[config.mk]
export PLATFORM = sky130hd
export DESIGN_NAME = pp_seg7_scan
export DESIGN_NICKNAME = d
export VERILOG_FILES = /design/src/rtl/pp_seg7_scan.sv
export SDC_FILE = /design/constraint.sdc
export NUM_CORES = 1
export LEC_CHECK = 0
export BUFFER_PORTS_ARGS = -buffer_cell sky130_fd_sc_hd__buf_2
export CELL_PAD_IN_SITES_DETAIL_PLACEMENT = 0
export CELL_PAD_IN_SITES_GLOBAL_PLACEMENT = 2
export CORE_UTILIZATION = 30
export DETAILED_ROUTE_END_ITERATION = 10
export GPL_TIMING_DRIVEN = 0
export PLACE_DENSITY = 0.83
export SLEW_MARGIN = 20
export SYNTH_ARGS = -nofsm -noshare
export SYNTH_HDL_FRONTEND = slang
export SYNTH_SLANG_ARGS = --single-unit
[constraint.sdc]
create_clock -name clk -period 2.1 [get_ports clk]
set_input_delay 0.42 -clock clk [delete_from_list [all_inputs] [get_ports clk]]
set_output_delay 0.42 -clock clk [all_outputs]
set_load 0.05 [all_outputs]
[src/rtl/pp_seg7_scan.sv]
// -----------------------------------------------------------------------------
// pp_seg7_scan
// Four-digit, common-anode seven-segment scanner for the ping-pong counter.
// The display is time multiplexed. Digits 1..0 show the 4-bit count as two
// decimal digits (00-15). Digits 3..2 show a direction glyph.
// Each scan frame starts when the digit index wraps from 3 to 0. The inputs are
// captured into a snapshot at that point only, so a frame is never torn.
//
// Parameters
//   DIV_BITS   width of the refresh counter; each digit stays lit for
//              2^DIV_BITS clk cycles
//
// Ports
//   clk        system clock; all state changes on posedge
//   rst        synchronous reset, active-high, overrides everything
//   value      count to display (0-15)
//   direction  0 = counting up, 1 = counting down
//   hold       1 = keep the current snapshot at frame start (scan continues)
//   an         digit anodes, active-low, one-hot-zero
//   seg        segments {g,f,e,d,c,b,a}, active-low
//
// Optional feature
//   PPS_LZ_BLANK_EN  when defined, the tens digit is blanked for values 0-9.
//                    Its anode is still driven.
// -----------------------------------------------------------------------------
module pp_seg7_scan #(
    parameter int DIV_BITS = 17
) (
    input  logic       clk,
    input  logic       rst,
    input  logic [3:0] value,
    input  logic       direction,
    input  logic       hold,
    output logic [3:0] an,
    output logic [6:0] seg
);

    localparam logic [6:0] SEG_BLANK = 7'b1111111;
    localparam logic [6:0] SEG_UP    = 7'b1011100;
    localparam logic [6:0] SEG_DOWN  = 7'b1100011;

    logic [DIV_BITS-1:0] cnt_q, cnt_d;
    logic [1:0]          idx_q, idx_d;
    logic [3:0]          snap_val_q, snap_val_d;
    logic                snap_dir_q, snap_dir_d;

    logic digit_adv;
    logic frame_start;

    assign digit_adv   = &cnt_q;
    assign frame_start = digit_adv && (idx_q == 2'd3);

    always_comb begin
        cnt_d      = cnt_q + 1'b1;
        idx_d      = idx_q;
        snap_val_d = snap_val_q;
        snap_dir_d = snap_dir_q;
        if (digit_adv) begin
            idx_d = idx_q + 2'd1;
        end
        if (frame_start && !hold) begin
            snap_val_d = value;
            snap_dir_d = direction;
        end
    end

    always_ff @(posedge clk) begin
        if (rst) begin
            cnt_q      <= '0;
            idx_q      <= 2'd0;
            snap_val_q <= 4'd0;
            snap_dir_q <= 1'b0;
        end else begin
            cnt_q      <= cnt_d;
            idx_q      <= idx_d;
            snap_val_q <= snap_val_d;
            snap_dir_q <= snap_dir_d;
        end
    end

    function automatic logic [6:0] digit_pattern(input logic [3:0] d);
        logic [6:0] p;
        case (d)
            4'd0:    p = 7'b1000000;
            4'd1:    p = 7'b1111001;
            4'd2:    p = 7'b0100100;
            4'd3:    p = 7'b0110000;
            4'd4:    p = 7'b0011001;
            4'd5:    p = 7'b0010010;
            4'd6:    p = 7'b0000010;
            4'd7:    p = 7'b1111000;
            4'd8:    p = 7'b0000000;
            4'd9:    p = 7'b0010000;
            default: p = SEG_BLANK;
        endcase
        return p;
    endfunction

    logic       tens;
    logic [3:0] ones;

    // The input never exceeds 15, so one compare-and-subtract is enough to
    // split it into tens and ones.
    assign tens = (snap_val_q >= 4'd10);
    assign ones = tens ? (snap_val_q - 4'd10) : snap_val_q;

    always_comb begin
        an  = 4'b1111;
        seg = SEG_BLANK;
        case (idx_q)
            2'd0: begin
                an  = 4'b1110;
                seg = digit_pattern(ones);
            end
            2'd1: begin
                an = 4'b1101;
`ifdef PPS_LZ_BLANK_EN
                seg = tens ? digit_pattern(4'd1) : SEG_BLANK;
`else
                seg = digit_pattern({3'b000, tens});
`endif
            end
            2'd2: begin
                an  = 4'b1011;
                seg = snap_dir_q ? SEG_DOWN : SEG_UP;
            end
            default: begin
                an  = 4'b0111;
                seg = snap_dir_q ? SEG_DOWN : SEG_UP;
            end
        endcase
    end

endmodule
### After elaboration in Yosys (flattened, before gate mapping)

Memories as Yosys holds them, arrays and structs flattened.
Cells that the tools add are included.

* bits in registers: 24
* bits in read-only memories: 112
* input port bits: 8
* output and inout port bits: 11
* logic and storage cells: 23
* memories kept: 1

Memory list
* (no name shown): words 16, width 7, rd ports 1, clocked after memory_dff 0, wr ports 0, line 83 `case (d)`

* $add $sub $neg: 3
* $lt $le $gt $ge: 1
* equal/unequal tests: 3
* mux-type cells: 5
* bitwise gates (word level): 1
* reductions and logical operators: 5

Operators with widths (number)
* one-hot mux 7 bit (2 select lines): 2
* adder 17 x 1 -> 17 bit (second input constant): 1
* AND reduction 17 bit: 1
* one-hot mux 4 bit (3 select lines): 1
* two-way mux 6 bit: 1
* == test 2 bit (second input constant): 2
* >= comparator 4 bit (second input constant): 1
* two-way mux 4 bit: 1
* subtractor 4 bit (second input constant): 1
* adder 2 x 1 -> 2 bit (second input constant): 1
* == test 2 x 1 -> 1 bit (second input constant): 1
* logical AND 1 bit: 2
* logical NOT 2 bit: 1
* logical NOT 1 bit: 1
* inverter 1 bit: 1

### Longest topological paths before layout

Gate-level depths: netlist of the first run.

* depth after elaboration: 4
* depth in mapped cells: 9
* mapped depth without buffers: 9

### Worst setup path after synthesis of the first run

No wires, ideal clock.

* kind: reg2out
* start point: reg idx_q[0]
* end point: out seg[5]
* arrival: 2370 ps
* path slack: -690 ps
* cell stages (with the launch flop): 8
* buffers on the path: 1
* cell sequence: dfxtp_1 inv_1 ha_1 clkbuf_1 nor2_1 o22a_1 a32oi_1 nor3_1

* cells in the longest elaborated chain, start to end: 2

Ends and longest elaborated chain
* start, declared: line 43 `logic [1:0] idx_q, idx_d;`
* start signal, assigned: line 75 `idx_q <= idx_d;`
* == test 2 x 1 -> 1 bit or logical NOT 2 bit (tied branches): line 110 `case (idx_q)`
* one-hot mux 7 bit (2 select lines) (*): line 110
* end, declared: line 35 `output logic [6:0] seg`

Every way passes the cells marked *; elsewhere a longest branch is shown, timed or not.

### Worst setup path in the final report of the first run

* start point: reg snap_val_q[1]
* end point: out seg[3]

* cells in the longest elaborated chain, start to end: 4

Ends and longest elaborated chain
* start, declared: line 44 `logic [3:0] snap_val_q, snap_val_d;`
* start signal, assigned: line 76 `snap_val_q <= snap_val_d;`
* subtractor 4 bit or >= comparator 4 bit (tied branches): line 105, 104
* two-way mux 4 bit or inverter 1 bit (tied branches): line 105, 83
* memory read (16 x 7 bit) or one-hot mux 7 bit (2 select lines) (tied branches)
* one-hot mux 7 bit (2 select lines) (*): line 110

Every way passes the cells marked *; elsewhere a longest branch is shown, timed or not. The select of a mux whose other input is x is not followed.

==> impl_metrics.toml, run 1 <==
[final_layout]
stdcell_count = 296
fin_nets = 250
fin_util_pct = 48.1
antenna_cells = 0
drive_above_1_share_pct = 44.1
n_fill_cell = 477
area_growth_pct = 51.5

[sta]
finalSetupViolCount = 7
finalClockSkew_ns = 0.00324
slew-limit-headroom_pct = 68.1
fmax_mhz = 419
tightestPinTransition_ns = 0.478
setup_ws_ns = -0.284
rsz0062_at_grt = "true"
fin_crit_sh_pct = 114
drv_slew = 0
fin_crit_ns = 2.38
hold_viol = 0

[logic_synthesis]
synth_most_common_cell = "nor2_1"
yosys.area.top_type_share_pct = 31.4
yosysWarningCount = 0
synth_area_leaders = "dfxtp_1 31%, ha_1 9.8%, nor2_1 7.6%, xnor2_1 7.4%, mux2i_1 3.9%"
yosys_most_used_dff = "dfxtp_1"
mappedNetlistNets = 208
synth_area_sq_um = 1530
synth_area_leader_cell = "dfxtp_1"
synthTopCellsByCount = "31 x nor2_1, 24 x dfxtp_1, 13 x inv_1, 13 x xnor2_1"
ys_seq_elements = 24
avgSynthCellArea_sq_um = 8.14
syn_inst = 188
seq_area_frac_synth_pct = 31.4
synth.distinct_cells = 38
synth_edf_count = 0
async_flop_share_pct = 0

[floorplan]
die_area_sq_um = 5390
std_cell_rows = 25
initial_core_util_pct = 31.8
die_h_microns = 73.4
dieWidth_microns = 73.4
ios = 19
core_sq_um = 4820

[global_routing]
grtUsageTotal_pct = 16.0
antenna_found_initial = 0
grt_pass1_vias = 1419
grt_max_degree = 15
overflow = 0
grt_pass1_wl_mm = 6.69

[worst_setup_path]
crit_fanout = 4
rr_worst_depth = 9
critPathLaunchType = "flip-flop"
required_ns = 1.68
crit_path_end_kind = "output port"
critPathKind = "reg -> out"
crit_arrival_ns = 1.96

[worst_hold_path]
min_path_type = "in -> reg"
hold_depth = 3

[routing]
first_pass_iters = 4
drt-wirelength-per-cell_microns = 13.2
ant_nets = 0
dr.first_iter.drc_count = 48
wl_mm = 3.92
vias = 1424
avgViaCountPerCell = 4.81
drc_errors = 0

[placed_design]
placed_cells_incl_taps = 273
gp_congestion = 0.805
dp_hpwl_mm = 2.52
port-buffer-count = 18

[clock_tree]
cts_tree = "yes"
cts_root_buf = "clkbuf_8"
clk_latency_ns = 0.27
clk_pin_slew_ns = 0.09
cts_buffers = 3
clkSinkCount = 24
clockBufferDepth = 2
htree_levels = 1

[flow_run]
cap_violations = 0

[pwr]
vdd.ir_drop.worst_mv = 0.452
p_leak_nw = 0.916
power.density_nw_per_um2 = 388

[outcome]
outcome = "complete, but fails checks"
violations = "setup timing"
## placed cells by master (no fill, tap or decap), types with 5 or more instances in the layout
master / instances
dfxtp_1: 16
inv_1: 9
nor2_1: 27
buf_8: 5
dfxtp_2: 6
nand2_1: 8
buf_2: 11
ha_1: 5
mux2i_1: 6
nand3_1: 11
buf_4: 16
xnor2_1: 13
buf_6: 9
## cell type report
cell class	instances	area, sq um	share of cell area, %
plain buffers	8	81.3	3.51
clock buffers	3	41.3	1.78
clock inverters	1	30.0	1.30
inverters	13	51.3	2.21
multi-input cells	142	1230	53.0
flip-flops and latches	24	495	21.4
well taps	67	83.8	3.62
repair buffers	38	307	13.2
## cell families after synthesis
family                   share of synthesized area (%)
flip-flops                                        31.4
XOR/XNOR                                          9.16
adder cells (fa/ha/maj)                           9.81
buffers and inverters                             5.72
multiplexers                                      3.92
AO/OA/AOI/OAI                                     11.4
AND/OR/NAND/NOR                                   28.6
## per-stage QoR
| step | setup slack, ns | area [sq um] | hold WS, ns | power, mW | setup TNS (ns) |
|---|---|---|---|---|---|
| after floorplan | -0.0998 | 1650 | 0.442 | 0.487 | -0.178 |
| after global placement | -0.378 | 1830 | 0.468 | 0.502 | -1.80 |
| after detailed placement | -0.371 | 1830 | 0.489 | 0.502 | -1.75 |
| after CTS | -0.299 | 2270 | 0.379 | 0.913 | -1.20 |
| after global routing | -0.377 | 2320 | 0.388 | 0.932 | -1.80 |
| final | -0.284 | 2320 | 0.384 | 0.899 | -1.16 |
## flip-flops by register name, indices dropped and copies added, names as in the netlist
signal / count
idx_q: 2
snap_val_q: 4
snap_dir_q: 1
cnt_q: 17
## worst paths after layout
| path | start | endpoint | slack [ns] |
|---|---|---|---|
| hold reg to reg | cnt_q[0]$_SDFF_PP0_ | cnt_q[0]$_SDFF_PP0_ | 0.47 |
| setup / recovery | snap_val_q[1]$_SDFFE_PP0P_ | seg[3] | -0.28 |
| hold / removal | value[3] | snap_val_q[3]$_SDFFE_PP0P_ | 0.38 |
| setup reg to reg | cnt_q[7]$_SDFF_PP0_ | snap_dir_q$_SDFFE_PP0P_ | 0.24 |
## where the power goes
group          total [mW]  switching, mW  internal [mW]
Clock               0.410          0.155          0.255
Combinational      0.0244         0.0136         0.0108
Sequential          0.465        0.00708          0.458
## timing repair
| action | 4_1_cts | 5_1_grt |
|---|---|---|
| resized for setup | 64 | 12 |
| endpoints found under the hold margin | 0 | 0 |
| setup endpoints to repair | 12 | 12 |
| hold buffers | 0 | 0 |
| buffers inserted | 20 | 3 |
| cloned | 1 | 0 |
| pin swaps | 17 | 8 |
## routing by layer
metal | global-route usage, % | vias to the layer above | share of wire [%]
met4 | 4.06 | 0 | 0.64
li1 | - | 734 | -
met5 | 0 | - | 0
met2 | 27.8 | 18 | 48
met3 | 3.02 | 4 | 2.4
met1 | 20.5 | 668 | 48
## worst max-delay path, cell delays in order, from the launching register on
cell	delay [ns]
dfxtp_2	0.34
buf_6	0.11
nand3b_1	0.13
nand2_2	0.09
ha_4	0.30
nor2_2	0.05
a2111oi_4	0.28
a221oi_2	0.10
o21ai_4	0.14
buf_6	0.17
Power figures use the tool's default switching activity.
==> run 2: changes to the inputs <==
ABC_AREA = 1   (was default)
ABC_CLOCK_PERIOD_IN_PS = 2100   (was default)
CORE_UTILIZATION = 28   (was 30)
PLACE_DENSITY = 0.84   (was 0.83)
==> impl_metrics.toml, run 2 <==
[outcome]
outcome = "complete, but fails checks"
violations = "setup timing"

[pwr]
vdd.ir_drop.worst_mv = 0.339
power_report.internal_total_uw = 727
p_comb_share_pct = 3.4
pwr-share-clk_pct = 45.5
p_leak_nw = 0.885
swShare_pct = 19.7
power.density_nw_per_um2 = 447
switching_power_uw = 179
fin_total_pwr_uw = 906
p_seq_share_pct = 51.0

[placed_design]
postPlaceCellArea_sq_um = 1620
port-buffer-count = 18
pre_cts_slack_ns = -0.187
dp_hpwl_mm = 2.35
placed_cells_incl_taps = 299
gp_congestion = 0.770

[floorplan]
initial_core_util_pct = 29.7
die_h_microns = 73.8
die_area_sq_um = 5440
ios = 19
core_sq_um = 4850
dieWidth_microns = 73.8
std_cell_rows = 25

[sta]
tightestPinTransition_ns = 0.543
setup_ws_ns = -0.0287
fin_crit_ns = 2.13
fmax_mhz = 470
hold_viol = 0
finalClockSkew_ns = 0.00884
fin_crit_sh_pct = 101
rsz0062_at_grt = "true"
slew-limit-headroom_pct = 63.8
drv_slew = 0
finalSetupViolCount = 2
setup_tns_ns = -0.0460

[global_routing]
grt_pass1_vias = 1312
antenna_found_initial = 0
grtUsageTotal_pct = 13.9
grt_max_degree = 15
overflow = 0
grt_pass1_wl_mm = 5.75

[routing]
drt-wirelength-per-cell_microns = 10.5
vias = 1421
drc_errors = 0
ant_nets = 0
first_pass_iters = 4
avgViaCountPerCell = 4.45
dr.first_iter.drc_count = 27
wl_mm = 3.35

[worst_setup_path]
critPathKind = "reg -> out"
cp_slowest_cell = "dfxtp_2"
required_ns = 1.68
max_stage_delay_ns = 0.37
critPathLaunchType = "flip-flop"
crit_fanout = 6
crit_arrival_ns = 1.71
crit_chain = "inv_4 -> ha_4 -> nand2_4 -> nand2_4 -> nand3_4 -> nor2_4 -> nand2_1 -> nand3_1 -> nand2_1 -> buf_6"
crit_path_end_kind = "output port"

[clock_tree]
cts_root_buf = "clkbuf_8"
cts_buffers = 3
clk_latency_ns = 0.28
cts_tree = "yes"
clk_pin_slew_ns = 0.09
htree_levels = 1
clkSinkCount = 24
clockBufferDepth = 2

[final_layout]
drive_above_1_share_pct = 33.7
antenna_cells = 0
stdcell_count = 319
largest_reg_flops = 17
final_cell_mix = "45 x nand2_1, 27 x inv_1, 18 x dfxtp_1"
largestRegisters = "cnt_q: 17 flops, snap_val_q: 4 flops, idx_q: 2 flops"
final_common_cell = "nand2_1"
final_area_sq_um = 2030
fin_nets = 273
area_growth_pct = 40.6
top_register = "cnt_q"

[logic_synthesis]
synthTopCellsByCount = "50 x nand2_1, 32 x inv_1, 24 x dfxtp_1, 19 x nor2_1, 17 x a21oi_1"
synthXorXnorAreaFrac_pct = 0.608
yosys.area.top_type_share_pct = 33.3
synth.distinct_cells = 24
synth_area_leaders = "dfxtp_1 33%, nand2_1 13%, ha_1 10%, inv_1 8.3%, a21oi_1 5.9%"
syn_inst = 214
synth_compound_area_share_pct = 13.6
synth_most_common_cell = "nand2_1"
avgSynthCellArea_sq_um = 6.74
synth_fa_ha_area_share_pct = 10.4
synth_edf_count = 0
mappedNetlistNets = 234
synth_area_leader_cell = "dfxtp_1"
async_flop_share_pct = 0
yosys_most_used_dff = "dfxtp_1"
yosysWarningCount = 0
muxShareOfSynthArea_pct = 0
synth_area_sq_um = 1440
synth-simple-area-share_pct = 32.6
ys_seq_elements = 24
synth_top_family_by_area = "simple AND/OR/NAND/NOR gates"
seq_area_frac_synth_pct = 33.3

[worst_hold_path]
min_path_type = "in -> reg"

[flow_run]
cap_violations = 0
## run 2: cell count changes after synthesis, sizes merged, moves of 3 or more
cell	change
nor2b	-3
mux2i	-6
clkbuf	-5
inv	+21
a21oi	+13
o21ai	+11
nor2	-8
a32oi	-3
nand2	+44
nor4	-4
nand2b	-4
xnor2	-13
nand3	+3
## run 2: power groups by stage
stage | clock, mW | combinational [mW] | sequential [mW]
6_report | 0.413 | 0.0311 | 0.462
3_5_place_dp | 0 | 0.0274 | 0.474
4_1_cts | 0.427 | 0.0286 | 0.463
2_1_floorplan | 0 | 0.0154 | 0.473
3_3_place_gp | 0 | 0.0276 | 0.474
5_1_grt | 0.443 | 0.0367 | 0.463
## run 2: final cells by class
cell class | instances | area (sq um)
clock inverters | 1 | 30.0
repair buffers | 33 | 262
inverters | 34 | 130
flip-flops and latches | 24 | 490
well taps | 67 | 83.8
clock buffers | 3 | 41.3
fillers | 497 | 2820
plain buffers | 2 | 7.51
multi-input cells | 155 | 982
## run 2: repair_timing
item / in CTS / in global routing
hold buffers: 0 / 0
endpoints found under the setup margin: 12 / 12
resized for setup: 50 / 19
pin swaps: 13 / 13
gates cloned: 1 / 0
buffers inserted: 11 / 4
## run 2: path summary, 6_finish.rpt
kind                                   start                         end  cells after the start  slack, ns
setup / recovery  snap_val_q[1]$_SDFFE_PP0P_                      seg[4]                     10      -0.03
setup reg to reg         cnt_q[0]$_SDFF_PP0_  snap_val_q[3]$_SDFFE_PP0P_                     12       0.14
hold reg to reg         cnt_q[15]$_SDFF_PP0_        cnt_q[15]$_SDFF_PP0_                      2       0.46
hold / removal                           rst         cnt_q[2]$_SDFF_PP0_                      2       0.34
## run 2: kinds of logic (layout without fill, tap and decap cells)
group,after synthesis,after routing
adders and majority gates,12,12
xor gates and xnor gates,1,1
buffers and inverters,36,73
AOI/OAI and AO/OA,37,37
and+or+nand+nor,104,105
DFF,24,24
## run 2: stage by stage
step	util (%)	hold WS, ns
floorplan	-	0.429
global placement	33.4	0.443
detailed placement	33.4	0.446
CTS	39.8	0.340
global route	41.8	0.354
finish	41.8	0.344
## run 2: worst max-delay path: cells and delay by family, from the launching register on
family	cells	cell delay (ns)
buf+inv	2	0.22
simple gates	7	0.56
flops	1	0.37
fa+ha+maj	1	0.27
## run 2: routing by layer
layer	part of all wire (%)	vias to the layer above	GRT usage [%]
li1	-	760	-
met1	45	638	16.1
met2	51	18	25.0
met3	2.4	5	2.61
met4	1.6	0	5.13
met5	0	-	0
==> run 3: changes to the inputs <==
SETUP_SLACK_MARGIN = 0.05   (was default)
==> impl_metrics.toml, run 3 (same netlist as run 2, synthesis figures left out) <==
[outcome]
outcome = "complete, but fails checks"
violations = "setup timing"

[final_layout]
largestRegisters = "cnt_q: 17 flops, snap_val_q: 4 flops, idx_q: 2 flops"
stdcell_count = 319
fin_nets = 273
top_register = "cnt_q"
drive_above_1_share_pct = 34.5
final_common_cell = "nand2_1"
largest_reg_flops = 17
area_growth_pct = 41.1
antenna_cells = 0
fin_util_pct = 41.9
final_cell_mix = "44 x nand2_1, 27 x inv_1, 18 x dfxtp_1"

[pwr]
power_report.internal_total_uw = 728
switching_power_uw = 182
vdd.ir_drop.worst_mv = 0.341
pwr-share-clk_pct = 45.7
swShare_pct = 20.0
p_comb_share_pct = 3.5
p_seq_share_pct = 50.8
power.density_nw_per_um2 = 448
p_leak_nw = 0.888

[floorplan]
ios = 19
std_cell_rows = 25
initial_core_util_pct = 29.7
die_h_microns = 73.8
dieWidth_microns = 73.8
core_sq_um = 4850
die_area_sq_um = 5440

[clock_tree]
cts_tree = "yes"
cts_buffers = 3
clkSinkCount = 24
htree_levels = 1
clockBufferDepth = 2
clk_pin_slew_ns = 0.09
ctsHoldBuffers = 0
clk_latency_ns = 0.28
cts_root_buf = "clkbuf_8"

[worst_setup_path]
crit_chain = "inv_4 -> ha_4 -> nand2_4 -> nand2_4 -> nand3_4 -> nor2_4 -> nand2_1 -> nand3_1 -> nand2_1 -> buf_6"
required_ns = 1.68
r2r_end = "snap_val_q[1]$_SDFFE_PP0P_"
critPathKind = "reg -> out"
cp_slowest_cell = "dfxtp_2"
rr_worst_depth = 12
critPathLaunchType = "flip-flop"
crit_path_end_kind = "output port"
crit_fanout = 6
ff2ff_setup_slack_ns = 0.20
crit_arrival_ns = 1.71
timing.rr.start = "cnt_q[1]$_SDFF_PP0_"
max_stage_delay_ns = 0.37

[sta]
hold_viol = 0
fin_crit_sh_pct = 101
finalClockSkew_ns = 0.00949
slew-limit-headroom_pct = 65.7
rsz0062_at_grt = "true"
finalSetupViolCount = 3
setup_tns_ns = -0.0585
setup_ws_ns = -0.0283
drv_slew = 0
fin_crit_ns = 2.13
fmax_mhz = 470
tightestPinTransition_ns = 0.514

[flow_run]
cap_violations = 0

[global_routing]
overflow = 0
grt_pass1_vias = 1322
grt_pass1_wl_mm = 5.73
grtUsageTotal_pct = 13.8
grt_max_degree = 15
antenna_found_initial = 0

[worst_hold_path]
hold_path_startpoint = "rst"
min_path_type = "in -> reg"
min_to = "cnt_q[2]$_SDFF_PP0_"
hold_depth = 2

[routing]
first_pass_iters = 4
drt-wirelength-per-cell_microns = 10.6
dr.first_iter.drc_count = 30
vias = 1429
drc_errors = 0
ant_nets = 0
avgViaCountPerCell = 4.48
wl_mm = 3.37

[placed_design]
dp_hpwl_mm = 2.35
placed_cells_incl_taps = 299
gp_congestion = 0.770
port-buffer-count = 18
## run 3: cell counts in the layout (fill, tap and decap cells not counted)
Identical to the previous run, type by type.
## run 3: per-layer routing
metal,share of wire (%),global-route usage (%),vias to the layer above
li1,-,-,759
met1,45,16.0,644
met2,50,25.0,19
met3,2.6,2.61,7
met4,2.0,5.34,0
met5,0,0,-
## run 3: how the worst max path moves through the flow
stage	startpoint	end	slack, ns	cells past startpoint
after global placement	cnt_q[0]$_SDFF_PP0_	snap_val_q[1]$_SDFFE_PP0P_	-0.22	12
after CTS	snap_val_q[1]$_SDFFE_PP0P_	seg[3]	-0.04	10
after detailed placement	cnt_q[0]$_SDFF_PP0_	snap_val_q[1]$_SDFFE_PP0P_	-0.19	12
after floorplan	snap_val_q[1]$_SDFFE_PP0P_	seg[5]	0.10	9
final	snap_val_q[1]$_SDFFE_PP0P_	seg[4]	-0.03	10
after global routing	snap_val_q[1]$_SDFFE_PP0P_	seg[4]	-0.14	9
## run 3: area by class of cell
cell class,count,area [sq um]
Buffer,2,7.51
Clock buffer,3,41.3
Clock inverter,1,30.0
Fill cell,501,2820
Inverter,34,130
Multi-Input combinational cell,155,988
Sequential cell,24,490
Tap cell,67,83.8
Timing Repair Buffer,33,262
## run 3: power groups by stage
| stage | Sequential (mW) | Clock (mW) | Combinational [mW] |
|---|---|---|---|
| finish | 0.462 | 0.416 | 0.0323 |
| global route | 0.463 | 0.443 | 0.0383 |
| CTS | 0.462 | 0.427 | 0.0316 |
| detailed placement | 0.474 | 0 | 0.0274 |
| global placement | 0.474 | 0 | 0.0276 |
| floorplan | 0.473 | 0 | 0.0154 |
## run 3: worst max-delay path, delay by kind of cell, from the launching register on
family	cells	cell delay, ns
flops	1	0.37
simple gates	7	0.57
buf+inv	2	0.21
fa+ha+maj	1	0.27
## run 3: metrics by stage
step	total power, mW	area [sq um]	hold WS, ns	setup WS [ns]
6_report	0.910	2030	0.341	-0.0283
5_1_grt	0.945	2030	0.354	-0.142
4_1_cts	0.921	1940	0.340	-0.0424
3_5_place_dp	0.501	1620	0.446	-0.187
3_3_place_gp	0.502	1620	0.443	-0.222
2_1_floorplan	0.489	1450	0.429	0.104
## run 3: timing repair
| item | 4_1_cts | 5_1_grt |
|---|---|---|
| resized for setup | 53 | 20 |
| pin swaps | 15 | 13 |
| setup endpoints to repair | 12 | 12 |
| endpoints found under the hold margin | 0 | 0 |
| buffers inserted | 12 | 3 |
| cloned | 1 | 0 |
